### src/rtl/nlc_sched_pkg.sv
// Shared constants for the NLC channel scheduler: default sizes, FSM encoding,
// and a saturating counter helper used by the optional statistics block.
package nlc_sched_pkg;

  localparam int NUM_CH_DEF    = 4;
  localparam int DATA_W_DEF    = 21;
  localparam int TAG_DEPTH_DEF = 8;
  localparam int CH_IDX_W      = $clog2(NUM_CH_DEF);
  localparam int TAG_PTR_W     = $clog2(TAG_DEPTH_DEF);

  localparam logic [1:0] ST_IDLE  = 2'd0;
  localparam logic [1:0] ST_ISSUE = 2'd1;
  localparam logic [1:0] ST_GAP   = 2'd2;

  function automatic logic [15:0] sat_inc16(input logic [15:0] v);
    return (v == 16'hFFFF) ? v : v + 16'd1;
  endfunction

endpackage

### src/rtl/nlc_channel_scheduler_tag_fifo.sv
// Tag FIFO holding the originating channel of every sample in flight in the core.
// Push and pop in the same cycle are accepted even when full.
module nlc_tag_fifo
  import nlc_sched_pkg::*;
#(
  parameter int TAG_W = CH_IDX_W,
  parameter int DEPTH = TAG_DEPTH_DEF
) (
  input  logic                   clk,
  input  logic                   rst,
  input  logic                   push,
  input  logic [TAG_W-1:0]       push_tag,
  input  logic                   pop,
  output logic [TAG_W-1:0]       pop_tag,
  output logic                   full,
  output logic                   empty,
  output logic [$clog2(DEPTH):0] count
);
  localparam int PTR_W = $clog2(DEPTH);

  logic [DEPTH-1:0][TAG_W-1:0] mem_q, mem_d;
  logic [PTR_W-1:0]            wr_ptr_q, wr_ptr_d, rd_ptr_q, rd_ptr_d;
  logic [PTR_W:0]              count_q, count_d;
  logic                        push_ok, pop_ok;

  assign full    = (count_q == (PTR_W+1)'(DEPTH));
  assign empty   = (count_q == '0);
  assign pop_ok  = pop && !empty;
  assign push_ok = push && (!full || pop_ok);
  assign pop_tag = mem_q[rd_ptr_q];
  assign count   = count_q;

  // When full, wr_ptr == rd_ptr; the popped entry is read before it is overwritten.
  always_comb begin
    mem_d    = mem_q;
    wr_ptr_d = wr_ptr_q;
    rd_ptr_d = rd_ptr_q;
    count_d  = count_q;
    if (push_ok) begin
      mem_d[wr_ptr_q] = push_tag;
      wr_ptr_d        = wr_ptr_q + PTR_W'(1);
    end
    if (pop_ok) rd_ptr_d = rd_ptr_q + PTR_W'(1);
    case ({push_ok, pop_ok})
      2'b10:   count_d = count_q + (PTR_W+1)'(1);
      2'b01:   count_d = count_q - (PTR_W+1)'(1);
      default: count_d = count_q;
    endcase
  end

  always_ff @(posedge clk) begin
    if (rst) begin
      mem_q    <= '0;
      wr_ptr_q <= '0;
      rd_ptr_q <= '0;
      count_q  <= '0;
    end else begin
      mem_q    <= mem_d;
      wr_ptr_q <= wr_ptr_d;
      rd_ptr_q <= rd_ptr_d;
      count_q  <= count_d;
    end
  end

endmodule

### src/rtl/nlc_channel_scheduler.sv
// Round-robin time-sharing of one NLC core among NUM_CH ADC channels, with result
// routing by tag. Optional per-channel statistics under NLC_SCHED_STATS_EN.
//   state | meaning
//   IDLE  | nothing issued; waiting for a pending sample and FIFO room
//   ISSUE | core_srdyi high this cycle; may issue again if ISSUE_GAP == 1
//   GAP   | gap counter running down before the next issue is allowed
module nlc_channel_scheduler
  import nlc_sched_pkg::*;
#(
  parameter int NUM_CH    = NUM_CH_DEF,
  parameter int DATA_W    = DATA_W_DEF,
  parameter int TAG_DEPTH = TAG_DEPTH_DEF,
  parameter int ISSUE_GAP = 1
) (
  input  logic                       clk,
  input  logic                       GlobalReset,
  input  logic [NUM_CH-1:0]          ch_srdyi,
  input  logic [NUM_CH*DATA_W-1:0]   ch_x_adc,
  output logic [NUM_CH-1:0]          ch_srdyo,
  output logic [DATA_W-1:0]          ch_x_lin,
  output logic                       core_srdyi,
  output logic [DATA_W-1:0]          core_x_adc,
  input  logic                       core_srdyo,
  input  logic [DATA_W-1:0]          core_x_lin,
  output logic [NUM_CH-1:0]          ovf_sticky,
  output logic                       orphan_sticky,
`ifdef NLC_SCHED_STATS_EN
  output logic [NUM_CH*16-1:0]       stat_done_cnt,
  output logic [NUM_CH*16-1:0]       stat_drop_cnt,
`endif
  output logic [$clog2(TAG_DEPTH):0] in_flight
);
  localparam int CH_W  = $clog2(NUM_CH);
  localparam int GAP_W = (ISSUE_GAP > 1) ? $clog2(ISSUE_GAP) : 1;
  localparam logic [GAP_W-1:0] GAP_LOAD = GAP_W'(ISSUE_GAP - 1);

  logic [1:0]                     state_q, state_d;
  logic [CH_W-1:0]                ptr_q, ptr_d;
  logic [GAP_W-1:0]               gap_cnt_q, gap_cnt_d;
  logic [NUM_CH-1:0]              pending_q, pending_d;
  logic [NUM_CH-1:0][DATA_W-1:0]  hold_q, hold_d;
  logic                           core_srdyi_q, core_srdyi_d;
  logic [DATA_W-1:0]              core_x_adc_q, core_x_adc_d;
  logic [NUM_CH-1:0]              ch_srdyo_q, ch_srdyo_d;
  logic [DATA_W-1:0]              ch_x_lin_q, ch_x_lin_d;
  logic [NUM_CH-1:0]              ovf_q, ovf_d;
  logic                           orphan_q, orphan_d;

  logic [CH_W-1:0]   grant, pop_tag;
  logic [CH_W:0]     idx;
  logic              grant_vld, can_issue, pop, fifo_full, fifo_empty;
  logic [NUM_CH-1:0] drop;

  nlc_tag_fifo #(.TAG_W(CH_W), .DEPTH(TAG_DEPTH)) u_tag_fifo (
    .clk      (clk),
    .rst      (GlobalReset),
    .push     (can_issue),
    .push_tag (grant),
    .pop      (pop),
    .pop_tag  (pop_tag),
    .full     (fifo_full),
    .empty    (fifo_empty),
    .count    (in_flight)
  );

  // Scan from the farthest offset down so the nearest pending channel wins.
  always_comb begin
    grant     = '0;
    grant_vld = 1'b0;
    idx       = '0;
    for (int k = NUM_CH - 1; k >= 0; k--) begin
      idx = {1'b0, ptr_q} + (CH_W+1)'(k);
      if (idx >= (CH_W+1)'(NUM_CH)) idx = idx - (CH_W+1)'(NUM_CH);
      if (pending_q[idx[CH_W-1:0]]) begin
        grant     = idx[CH_W-1:0];
        grant_vld = 1'b1;
      end
    end
  end

  // The issue decision is registered, so the cycle spent in ISSUE is the core_srdyi cycle.
  assign pop       = core_srdyo && !fifo_empty;
  assign can_issue = (gap_cnt_q == '0) && grant_vld && (!fifo_full || pop);

  always_comb begin
    state_d   = state_q;
    gap_cnt_d = gap_cnt_q;
    case (state_q)
      ST_IDLE: if (can_issue) state_d = ST_ISSUE;
      ST_ISSUE, ST_GAP: begin
        if (gap_cnt_q != '0) begin
          state_d   = ST_GAP;
          gap_cnt_d = gap_cnt_q - GAP_W'(1);
        end else begin
          state_d = can_issue ? ST_ISSUE : ST_IDLE;
        end
      end
      default: state_d = ST_IDLE;
    endcase
    if (can_issue) gap_cnt_d = GAP_LOAD;
  end

  always_comb begin
    pending_d    = pending_q;
    hold_d       = hold_q;
    drop         = '0;
    core_srdyi_d = can_issue;
    core_x_adc_d = can_issue ? hold_q[grant] : core_x_adc_q;
    ptr_d        = ptr_q;
    if (can_issue) begin
      pending_d[grant] = 1'b0;
      ptr_d = (grant == CH_W'(NUM_CH - 1)) ? '0 : grant + CH_W'(1);
    end
    for (int i = 0; i < NUM_CH; i++) begin
      if (ch_srdyi[i]) begin
        hold_d[i]    = ch_x_adc[i*DATA_W +: DATA_W];
        pending_d[i] = 1'b1;
        drop[i]      = pending_q[i] && !(can_issue && grant == CH_W'(i));
      end
    end
    ovf_d      = ovf_q | drop;
    ch_srdyo_d = pop ? (NUM_CH'(1) << pop_tag) : '0;
    ch_x_lin_d = pop ? core_x_lin : ch_x_lin_q;
    orphan_d   = orphan_q | (core_srdyo & fifo_empty);
  end

  always_ff @(posedge clk) begin
    if (GlobalReset) begin
      state_q      <= ST_IDLE;
      ptr_q        <= '0;
      gap_cnt_q    <= '0;
      pending_q    <= '0;
      hold_q       <= '0;
      core_srdyi_q <= 1'b0;
      core_x_adc_q <= '0;
      ch_srdyo_q   <= '0;
      ch_x_lin_q   <= '0;
      ovf_q        <= '0;
      orphan_q     <= 1'b0;
    end else begin
      state_q      <= state_d;
      ptr_q        <= ptr_d;
      gap_cnt_q    <= gap_cnt_d;
      pending_q    <= pending_d;
      hold_q       <= hold_d;
      core_srdyi_q <= core_srdyi_d;
      core_x_adc_q <= core_x_adc_d;
      ch_srdyo_q   <= ch_srdyo_d;
      ch_x_lin_q   <= ch_x_lin_d;
      ovf_q        <= ovf_d;
      orphan_q     <= orphan_d;
    end
  end

  assign core_srdyi    = core_srdyi_q;
  assign core_x_adc    = core_x_adc_q;
  assign ch_srdyo      = ch_srdyo_q;
  assign ch_x_lin      = ch_x_lin_q;
  assign ovf_sticky    = ovf_q;
  assign orphan_sticky = orphan_q;

`ifdef NLC_SCHED_STATS_EN
  logic [NUM_CH-1:0][15:0] done_q, done_d, drop_cnt_q, drop_cnt_d;

  always_comb begin
    done_d     = done_q;
    drop_cnt_d = drop_cnt_q;
    for (int i = 0; i < NUM_CH; i++) begin
      if (ch_srdyo_d[i]) done_d[i] = sat_inc16(done_q[i]);
      if (drop[i])       drop_cnt_d[i] = sat_inc16(drop_cnt_q[i]);
    end
  end

  always_ff @(posedge clk) begin
    if (GlobalReset) begin
      done_q     <= '0;
      drop_cnt_q <= '0;
    end else begin
      done_q     <= done_d;
      drop_cnt_q <= drop_cnt_d;
    end
  end

  assign stat_done_cnt = done_q;
  assign stat_drop_cnt = drop_cnt_q;
`endif

endmodule

### config.mk
export PLATFORM = sky130hd
export DESIGN_NAME = nlc_channel_scheduler
export DESIGN_NICKNAME = d
export VERILOG_FILES = /design/src/rtl/nlc_sched_pkg.sv /design/src/rtl/nlc_channel_scheduler_tag_fifo.sv /design/src/rtl/nlc_channel_scheduler.sv
export SDC_FILE = /design/constraint.sdc
export NUM_CORES = 1
export LEC_CHECK = 0
export ABC_AREA = 1
export BUFFER_PORTS_ARGS = -buffer_cell sky130_fd_sc_hd__buf_4
export CORE_UTILIZATION = 58
export CTS_CLUSTER_DIAMETER = 100
export CTS_CLUSTER_SIZE = 30
export DETAILED_ROUTE_END_ITERATION = 10
export GPL_TIMING_DRIVEN = 0
export PLACE_DENSITY = 0.85
export SETUP_SLACK_MARGIN = 0.02
export SYNTH_ARGS = -nofsm -noshare
export SYNTH_HDL_FRONTEND = slang
export SYNTH_HIERARCHICAL = 1
export SYNTH_SLANG_ARGS = --single-unit
### constraint.sdc
create_clock -name clk -period 8.3 [get_ports clk]
set_clock_uncertainty 0.1 [all_clocks]
set_input_delay 0.415 -clock clk [delete_from_list [all_inputs] [get_ports clk]]
set_output_delay 0.415 -clock clk [all_outputs]
set_load 0.03 [all_outputs]
Yosys cells after proc, flatten, opt, wreduce, memory -nomap -nowiden
Cells that the tools add are included.
{"block": "word_totals", "reg_bits": 171, "input_bits": 112, "out_inout_bits": 56, "elab_cells": 150}
{"block": "classes", "add_sub_neg": 13, "n_lt_le_gt_ge": 13, "eq_ne": 9, "shift": 1, "n_mux": 45, "bitwise_logic": 7, "reduce_logical": 34}
{"op": "21-bit binary-select mux with 2-bit select", "count": 1}
{"op": "2-bit 2-to-1 mux", "count": 13}
{"op": "21-bit 2-to-1 mux", "count": 1}
{"op": "1-bit 2-to-1 mux", "count": 19}
{"op": "16-bit bitwise mux", "count": 1}
{"op": "1-bit logical AND", "count": 15}
{"op": "2-bit by 3-bit less-than comparator with 1-bit output, second input constant", "count": 5}
{"op": "2-bit nonzero test", "count": 5}
{"op": "3-bit >= comparator, second input constant", "count": 3}
{"op": "1-bit binary-select mux with 2-bit select", "count": 4}
{"op": "2-bit == test, second input constant", "count": 4}
{"op": "3-bit by 4-bit less-than comparator with 1-bit output, second input constant", "count": 2}
{"op": "4-bit case mux with 2 select lines", "count": 1}
{"op": "2-bit by 1-bit subtractor with 2-bit output, second input constant", "count": 4}
{"op": "2-bit by 2-bit adder with 3-bit output, second input constant", "count": 2}
{"op": "3-bit by 1-bit adder with 3-bit output, second input constant", "count": 2}
{"op": "2-bit binary-select mux with 3-bit select", "count": 1}
{"op": "2-bit demux with 3-bit select", "count": 1}
{"op": "2-bit by 1-bit == test with 1-bit output, second input constant", "count": 3}
{"op": "1-bit logical NOT", "count": 6}
{"op": "2-bit OR reduction", "count": 3}
{"op": "4-bit by 1-bit adder with 4-bit output, second input constant", "count": 1}
{"op": "4-bit AND", "count": 1}
{"op": "4-bit == test, second input constant", "count": 1}
{"op": "20 further kinds", "count": 23}

Logic depth before layout (Yosys ltp)
Gate-level depths: netlist of run 1.
{"block": "logic_depth", "ltp_word": 17, "ltp_mapped": 22, "ltp_nobuf": 19}

Cells and area by module
The synthesis of run 1 kept the hierarchy.
{"module": "nlc_channel_scheduler", "instances": 1, "cells_per_inst": 852, "area_each_um2": 6022.0, "seq_area_each_um2": 2842.7}
{"module": "nlc_tag_fifo", "instances": 1, "cells_per_inst": 224, "area_each_um2": 1435.1, "seq_area_each_um2": 520.5}

Worst setup path before layout of run 1
No wires, ideal clock.
{"block": "synth_timing", "path_kind": "reg-to-reg", "from": "register u_tag_fifo.count_q[3] (netlist: u_tag_fifo/count[3])", "to": "register u_tag_fifo.count_q[3] (netlist: u_tag_fifo/count[3])", "setup_time_ns": 0.070, "arrival_time_ns": 2.990, "required_ns": 8.130, "setup_slack_ns": 5.140, "path_stages_with_launch": 20, "path_buffers": 2, "period_less_slack_ns": 3.160, "cell_sequence": "dfxtp_1 > inv_1 > nand3_1 > inv_1 > nor2_1 > inv_1 > nand2_1 > nand2_1 > inv_2 > buf_2 > buf_2 > nand2_2 > ha_1 > ha_1 > or2_2 > nand2_1 > nand2_1 > nand2_1 > nand2_1 > a21oi_1"}
{"block": "synth_between", "elab_chain_cells": 8, "word_cells_on_any_way": 16, "cone_classes": "2 x add/sub; 3 x eq/ne; 1 x mux; 10 x reduce/logical"}
{"element": "start: declaration", "line": "nlc_channel_scheduler_tag_fifo.sv:23", "rtl": "logic [PTR_W:0] count_q, count_d;"}
{"element": "start signal: assignment", "line": "nlc_channel_scheduler_tag_fifo.sv:61", "rtl": "count_q <= count_d;"}
{"element": "4-bit logical NOT (*)", "line": "nlc_channel_scheduler_tag_fifo.sv:27", "rtl": "assign empty = (count_q == '0);"}
{"element": "net fifo_empty", "line": "nlc_channel_scheduler.sv:51", "rtl": "logic grant_vld, can_issue, pop, fifo_full, fifo_empty;"}
{"element": "1-bit logical NOT (*)", "line": "nlc_channel_scheduler.sv:82", "rtl": "assign pop = core_srdyo && !fifo_empty;"}
{"element": "1-bit logical AND (*)", "line": "nlc_channel_scheduler.sv:82"}
{"element": "1-bit logical OR (*)", "line": "nlc_channel_scheduler.sv:83", "rtl": "assign can_issue = (gap_cnt_q == '0) && grant_vld && (!fifo_full || pop);"}
{"element": "1-bit logical AND (*)", "line": "nlc_channel_scheduler.sv:83"}
{"element": "net can_issue", "line": "nlc_channel_scheduler.sv:51"}
{"element": "1-bit logical AND (*)", "line": "nlc_channel_scheduler_tag_fifo.sv:29", "rtl": "assign push_ok = push && (!full || pop_ok);"}
{"element": "2-bit by 1-bit == test with 1-bit output or 2-bit == test (tied branches)", "line": "nlc_channel_scheduler_tag_fifo.sv:44", "rtl": "case ({push_ok, pop_ok})"}
{"element": "4-bit case mux with 2 select lines or 2-bit nonzero test (tied branches)"}
The timed path passes the listed nets; every way through them passes the cells marked *.
A chain may end at the register's enable or synchronous reset.

Worst setup path in the final report of run 1
Ends and elaborated chain as after synthesis.

==> results of run 1 <==
## cell usage after synthesis
library cell,number
ha_1,6
a21oi_1,110
inv_4,1
buf_8,1
nand4_1,1
buf_1,1
clkinv_1,1
dfxtp_1,168
nand4_4,1
or2_2,1
nand3_2,2
fa_1,1
nand3b_1,1
nand3_1,128
xnor2_1,1
nand2_2,3
inv_1,161
nor4_1,1
nor2_1,142
nor2_2,1
o21a_1,3
buf_2,18
inv_2,2
buf_6,4
o21ai_0,122
nand2_1,150
nand2_4,3
xor2_1,2
clkbuf_1,40
## worst max-delay path: stages (launching register included)
cell and delay (ps):
dfxtp_1 440, inv_1 120, nand3_1 140, inv_1 70, nor2_1 350, inv_1 160
nand2_1 90, nand2_1 80, inv_2 100, buf_2 210, buf_2 250, nand2_2 120
ha_1 260, ha_1 320, or2_2 290, nand2_1 70, nand2_1 40, nand2_1 50
nand2_1 40, a21oi_1 100
## power by group
| group | internal, mW | switching (mW) | total (mW) |
|---|---|---|---|
| sequential | 0.965 | 0.0898 | 1.05 |
| combinational | 0.664 | 1.25 | 1.92 |
| clock | 0.502 | 0.308 | 0.810 |
## state kept, by name, indices dropped and copies added, names as in the netlist
signal,flops
ch_x_lin,21
u_tag_fifo/mem_q,16
ptr_q,2
core_srdyi,1
orphan_sticky,1
ovf_sticky,4
hold_q,84
u_tag_fifo/wr_ptr_q,3
pending_q,4
ch_srdyo,4
u_tag_fifo/rd_ptr_q,3
u_tag_fifo/count,4
core_x_adc,21
## final timing paths
kind / endpoint / slack, ps
hold / removal: ch_x_lin[17] / 120
setup reg to reg: u_tag_fifo/count[3] / 4820
setup / recovery: u_tag_fifo/count[3] / 4820
hold reg to reg: ovf_sticky[0] / 350
## kinds of logic after synthesis
kind of cell               after synthesis  synth area share [%]
AOI/OAI and AO/OA                      235                  15.9
xor gates and xnor gates                 3                 0.352
adders and majority gates                7                  1.28
buffers and inverters                  229                  12.4
DFF                                    168                  45.1
and+or+nand+nor                        434                  25.0
## metal layers
layer / vias to the layer above / GRT usage, %
met1: 3447 / 42.4
met3: 28 / 5.69
met2: 342 / 49.3
met5: - / 0
li1: 3790 / -
met4: 0 / 9.44
## stage by stage
stage,util (%),instance area (um2),setup slack (ps),std cells,power (mW)
3_5_place_dp,71.0,8930,4840,1415,2.94
5_1_grt,75.8,9530,4530,1446,4.05
4_1_cts,75.8,9530,4820,1446,3.75
3_3_place_gp,71.0,8930,4900,1415,2.90
6_report,75.8,9530,4820,1446,3.78
2_1_floorplan,-,7460,5140,1076,2.42
## cell type report
cell class	instances	area, um2	area share (%)
Buffer	64	304	3.19
Clock inverter	8	119	1.25
Multi-Input combinational cell	679	3170	33.2
Sequential cell	168	3360	35.3
Timing Repair Buffer	167	1250	13.2
Clock buffer	23	488	5.12
Tap cell	172	215	2.26
Inverter	165	622	6.52
==> summary.md, run 1 <==
| Metric | Value |
|---|---|
| Worst-case clock buffer depth | `2` |
| VDD IR-drop max | `205 uV` |
| Die Wd | `115 um` |
| CTS Root Buffer Type | `clkbuf_16` |
| Final hold viol count | `0` |
| Antenna violations before repair | `0` |
| Upper clock frequency limit | `288 MHz` |
| Tmin final | `3480 ps` |
| Distinct cell type count after synthesis | `29` |
| Routed Antenna Nets | `0` |
| # hold bufs at CTS | `0` |
| Worst Tran Pin Value | `569 ps` |
| Gp weighted congestion | `0.910` |
| RSZ-0062 raised after global routing | `no` |
| Die footprint | `13300 um2` |
| DP HPWL | `14.8 mm` |
| Startpoint Class | `register` |
| CP startpoint | `u_tag_fifo/count[3]` |
| Routed met2 length | `9.29 mm` |
| Clk_lat worst skew | `430 ps` |
| Global Route Usage Sum | `30.9%` |
| Starting Density | `59.3%` |
| Reg2reg start | `u_tag_fifo/count[3]` |
| Reg2Reg Depth | `19` |
| Dominant cell type by area after synthesis | `dfxtp_1` |
| Synth Area per Inst | `6.93 um2` |
| Core area | `12600 um2` |
| Commonest non-fill, non-tap cells in the layout | `dfxtp_1 (168), buf_4 (167), inv_1 (161), nand2_1 (150), nor2_1 (142)` |
| DR WL met3 | `1.77 mm` |
| Post-CTS Setup Bufs | `0` |
| First-pass GRT wire length | `31.9 mm` |
| Yosys warns | `6` |
| Largest net degree at the start of global routing | `17` |
| Normalized max-slew margin | `62.0%` |
| Worst setup path class | `reg2reg` |
| Crit path DAT | `3730 ps` |
| Min-delay src | `core_x_lin[17]` |
| Period utilisation layout | `41.9%` |
| Most common cell after layout, fill and taps aside | `dfxtp_1` |
| Largest cells by area after synthesis | `dfxtp_1 (45%), nand3_1 (8.6%), o21ai_0 (8.2%)` |
| Synth Register Bits | `168` |
| Initial drt markers | `747` |
| Post-synthesis instance area | `7460 um2` |
| Clk sinks | `168` |
| Setup_tns | `0 ps` |
| DRC | `0` |
| Routed wire length | `20.3 mm` |
| Met1 WL | `8.92 mm` |
| Synthesis-to-layout area growth | `27.8%` |
| Synth Instances | `1076` |
| Static Leakage | `4.77 nW` |
| # port buffers | `167` |
| H-tree Lvls | `4` |
| CTS tree | `built` |
| Pwr dens | `397 nW/um2` |
| Fin Hold WS | `119 ps` |
| Die Y | `115 um` |
| Total number of vias | `7607` |
| Ports | `168` |
| Grt total ovfl | `0` |
| MaxCap Viol Count | `0` |
| Final setup viols | `0` |
| DRT Pass-1 Iters | `6` |
| Critical path endpoint category | `register` |
| Status | `finished clean` |
| Final layout net count | `1381` |
| Synth top area share | `45.1%` |
| Min-Delay Path Depth | `3` |
| Vias in the first global route | `6706` |
| Sequential area share after synthesis | `45.1%` |
| Uppermost routed layer | `met4` |
| Worst-path clk slew | `60 ps` |
| TritonCTS Buffers | `17` |
| Worst min-delay path category | `in2reg` |
| Number of diodes | `0` |
| # rows | `41` |
| Share of layout cells above drive strength 1 | `18.3%` |
| CP max FO | `10` |
| CTS-repair resized insts | `0` |
| WL per Instance | `14.0 um` |
| Layout fillers | `999` |
| Count of final max-slew check failures | `0` |
| CP required | `8560 ps` |
| Post-Syn Nets | `1195` |
| Via density | `5.26` |
No activity file was read; power rests on OpenSTA's default activity.
==> run 2, diff against run 1 <==
CORE_UTILIZATION = 54   (was 58)
PLACE_DENSITY = 0.8   (was 0.85)
clock period = 3.6 ns   (was 8.3 ns; I/O delays follow)
==> run 2 against run 1 <==
Net effect: final cell count grew 7.8%; register-to-register slack lost 4500 ps; worst hold slack lost 110 ps; sequential cell count is the same; largest power group unchanged; first-iteration DRC count grew 7.6%; die area grew 7.3%; highest routed layer unchanged; sequential share of layout area shrank 3.7 points; combinational power grew 140%; total power grew 140%; design area grew 12%; clock power grew 140%; count of clock-buffer cells in the layout shrank 5.
==> summary.md, run 2 (same netlist as run 1, synthesis figures left out) <==
| Metric | Value |
|---|---|
| Post-CTS Setup Bufs | `0 (unchanged)` |
| Static Leakage | `5.21 nW (+9.2%)` |
| Most common cell after layout, fill and taps aside | `buf_4` |
| Reg power frac | `27.2% (-0.7 points)` |
| Share of layout cells above drive strength 1 | `17.2% (-1.1 points)` |
| Setup_tns | `0 ps (unchanged)` |
| RSZ-0062 raised after global routing | `no` |
| Worst-case clock buffer depth | `2 (unchanged)` |
| Inst Count DP | `1419 (+0.28%)` |
| CP most frequent cell | `nand2_1` |
| DP HPWL | `14.8 mm (+0.34%)` |
| Crit path DAT | `3520 ps (-210 ps)` |
| Die footprint | `14300 um2 (+7.3%)` |
| Period utilisation layout | `90.7% (+49 points)` |
| Antenna violations before repair | `0 (unchanged)` |
| Clk_lat worst skew | `430 ps (about the same)` |
| Setup WS post-layout | `335 ps (-4490 ps)` |
| Grt total ovfl | `0 (unchanged)` |
| Final hold viol count | `0 (unchanged)` |
| WL per Instance | `15.0 um (+7.0%)` |
| Initial drt markers | `804 (+7.6%)` |
| Final setup viols | `0 (unchanged)` |
| Worst-path clk slew | `70 ps (about the same)` |
| Clock power share | `21.8% (+0.4 points)` |
| Worst path max stage delay | `380 ps (-60 ps)` |
| Power Internal | `5.01 mW (+140%)` |
| Starting Density | `55.9% (-3.5 points)` |
| Die Y | `120 um (+3.6%)` |
| Critical path endpoint category | `register` |
| Post-Route Utilization | `79.8% (+4.0 points)` |
| Biggest register | `hold_q` |
| DRT Pass-1 Iters | `7 (+1)` |
| # port buffers | `167 (unchanged)` |
| Tmin final | `3260 ps (-212 ps)` |
| Startpoint Class | `register` |
| Pre-CTS setup slack | `93.0 ps (-4750 ps)` |
| Die Wd | `120 um (+3.6%)` |
| Worst Tran Pin Value | `638 ps (+68.3 ps)` |
| Ports | `168 (unchanged)` |
| Final layout net count | `1489 (+7.8%)` |
| Comb power frac | `51.0% (+0.3 points)` |
| Final Power | `8.97 mW (+140%)` |
| Number of diodes | `0 (unchanged)` |
| Routed Antenna Nets | `0 (unchanged)` |
| Commonest non-fill, non-tap cells in the layout | `buf_4 (167), dfxtp_1 (166), inv_1 (161), nand2_1 (150), nor2_1 (141)` |
| MaxCap Viol Count | `0 (unchanged)` |
| Synthesis-to-layout area growth | `42.8%` |
| Upper clock frequency limit | `306 MHz (+6.5%)` |
| Pwr dens | `842 nW/um2 (+110%)` |
| Max reg flops | `84 (unchanged)` |
| CTS tree | `built` |
| Total number of vias | `8210 (+7.9%)` |
| Core area | `13300 um2 (+6.2%)` |
| TritonCTS Buffers | `17 (unchanged)` |
| Via density | `5.27 (+0.10%)` |
| CP max FO | `10 (unchanged)` |
| Normalized max-slew margin | `57.5% (-4.6 points)` |
| Clk sinks | `168 (unchanged)` |
| Gp weighted congestion | `0.910 (about the same)` |
| Net Sw Frac | `44.2% (+0.51 points)` |
| Worst min-delay path category | `in2reg` |
| # rows | `42 (+2.4%)` |
| Highest-delay cell along the critical path | `dfxtp_1` |
| Status | `finished clean` |
| Global Route Usage Sum | `33.5% (+2.7 points)` |
| Routed wire length | `23.4 mm (+15%)` |
| Fin cells | `1559 (+7.8%)` |
| VDD IR-drop max | `521 uV (+150%)` |
| Critical-path cell list | `inv_1, nand3_1, inv_1, nor2_4, inv_1, nand2_1, nand2_1, inv_2, buf_2, clkbuf_4, nand2_2, ha_1, ha_1, or2_2, nand2_1, nand2_1, nand2_1, nand2_1, a21oi_1` |
| Largest net degree at the start of global routing | `17 (unchanged)` |
| Worst setup path class | `reg2reg` |
| First-pass GRT wire length | `37.7 mm (+18%)` |
| P_sw | `3.97 mW (+140%)` |
| CP required | `3860 ps (-4700 ps)` |
| Count of final max-slew check failures | `0 (unchanged)` |
| H-tree Lvls | `4 (unchanged)` |
| CTS Root Buffer Type | `clkbuf_16` |
| Vias in the first global route | `7744 (+15%)` |
| DRC | `0 (unchanged)` |
-- run 2: cell types whose count changed in the layout (fill, tap and decap cells not counted) --
cell / delta
buf_2: -1
bufinv_16: +1
clkbuf_1: -1
clkbuf_4: +1
clkbuf_8: -4
clkinv_2: -3
clkinv_4: +1
clkinvlp_4: +5
dfxtp_1: -2
dfxtp_2: +2
dlygate4sd3_1: +108
inv_6: +2
nor2_1: -1
nor2_4: +1
-- run 2: area by class of cell --
cell class | instances | area, um2
clock inverters | 14 | 198
multi-input cells | 679 | 3180
fillers | 927 | 2700
inverters | 165 | 622
plain buffers | 64 | 307
repair buffers | 275 | 2330
flip-flops and latches | 168 | 3370
clock buffers | 18 | 429
well taps | 176 | 220
-- run 2: path summary, 6_finish.rpt --
path / startpoint / endpoint / slack (ps) / cells past startpoint
worst max-delay path: u_tag_fifo/count[2] / u_tag_fifo/count[3] / 340 / 19
worst min-delay path: ch_x_adc[64] / hold_q[64] / 10 / 3
worst max register to register: u_tag_fifo/count[2] / u_tag_fifo/count[3] / 340 / 19
worst min register to register: ovf_sticky[1] / ovf_sticky[1] / 360 / 2
-- run 2: metrics by stage --
stage	instance area, um2	hold slack, ps
floorplan	7460	149
global placement	8930	300
detailed placement	8930	307
CTS	10600	15.5
global route	10700	31.0
finish	10700	12.7
-- run 2: critical path: cells and delay by family, from the launching register on --
kind / cells / cell delay, ps
compound gates: 1 / 120
fa+ha+maj: 2 / 580
buf+inv: 6 / 890
flops: 1 / 380
simple gates: 10 / 1110
-- run 2: routing by layer --
| layer | wire (um) | global-route usage [%] | vias up |
|---|---|---|---|
| li1 | - | - | 4001 |
| met5 | 0 | 0 | - |
| met4 | 494 | 11.4 | 0 |
| met1 | 9850 | 43.1 | 3785 |
| met2 | 11200 | 56.6 | 381 |
| met3 | 1840 | 6.04 | 43 |
-- run 2: power groups by stage --
stage          logic, mW  registers (mW)  clock network, mW
4_1_cts             4.46            2.43               1.95
3_3_place_gp        4.24            2.46                  0
6_report            4.58            2.44               1.95
3_5_place_dp        4.33            2.47                  0
2_1_floorplan       2.76            2.81                  0
5_1_grt             5.05            2.48               2.03
-- run 2: repair_timing --
item | 4_1_cts | 5_1_grt
hold buffers | 108 | 0
endpoints found under the setup margin | 0 | 1
resized for setup | 0 | 5
hold endpoints to repair | 111 | 0
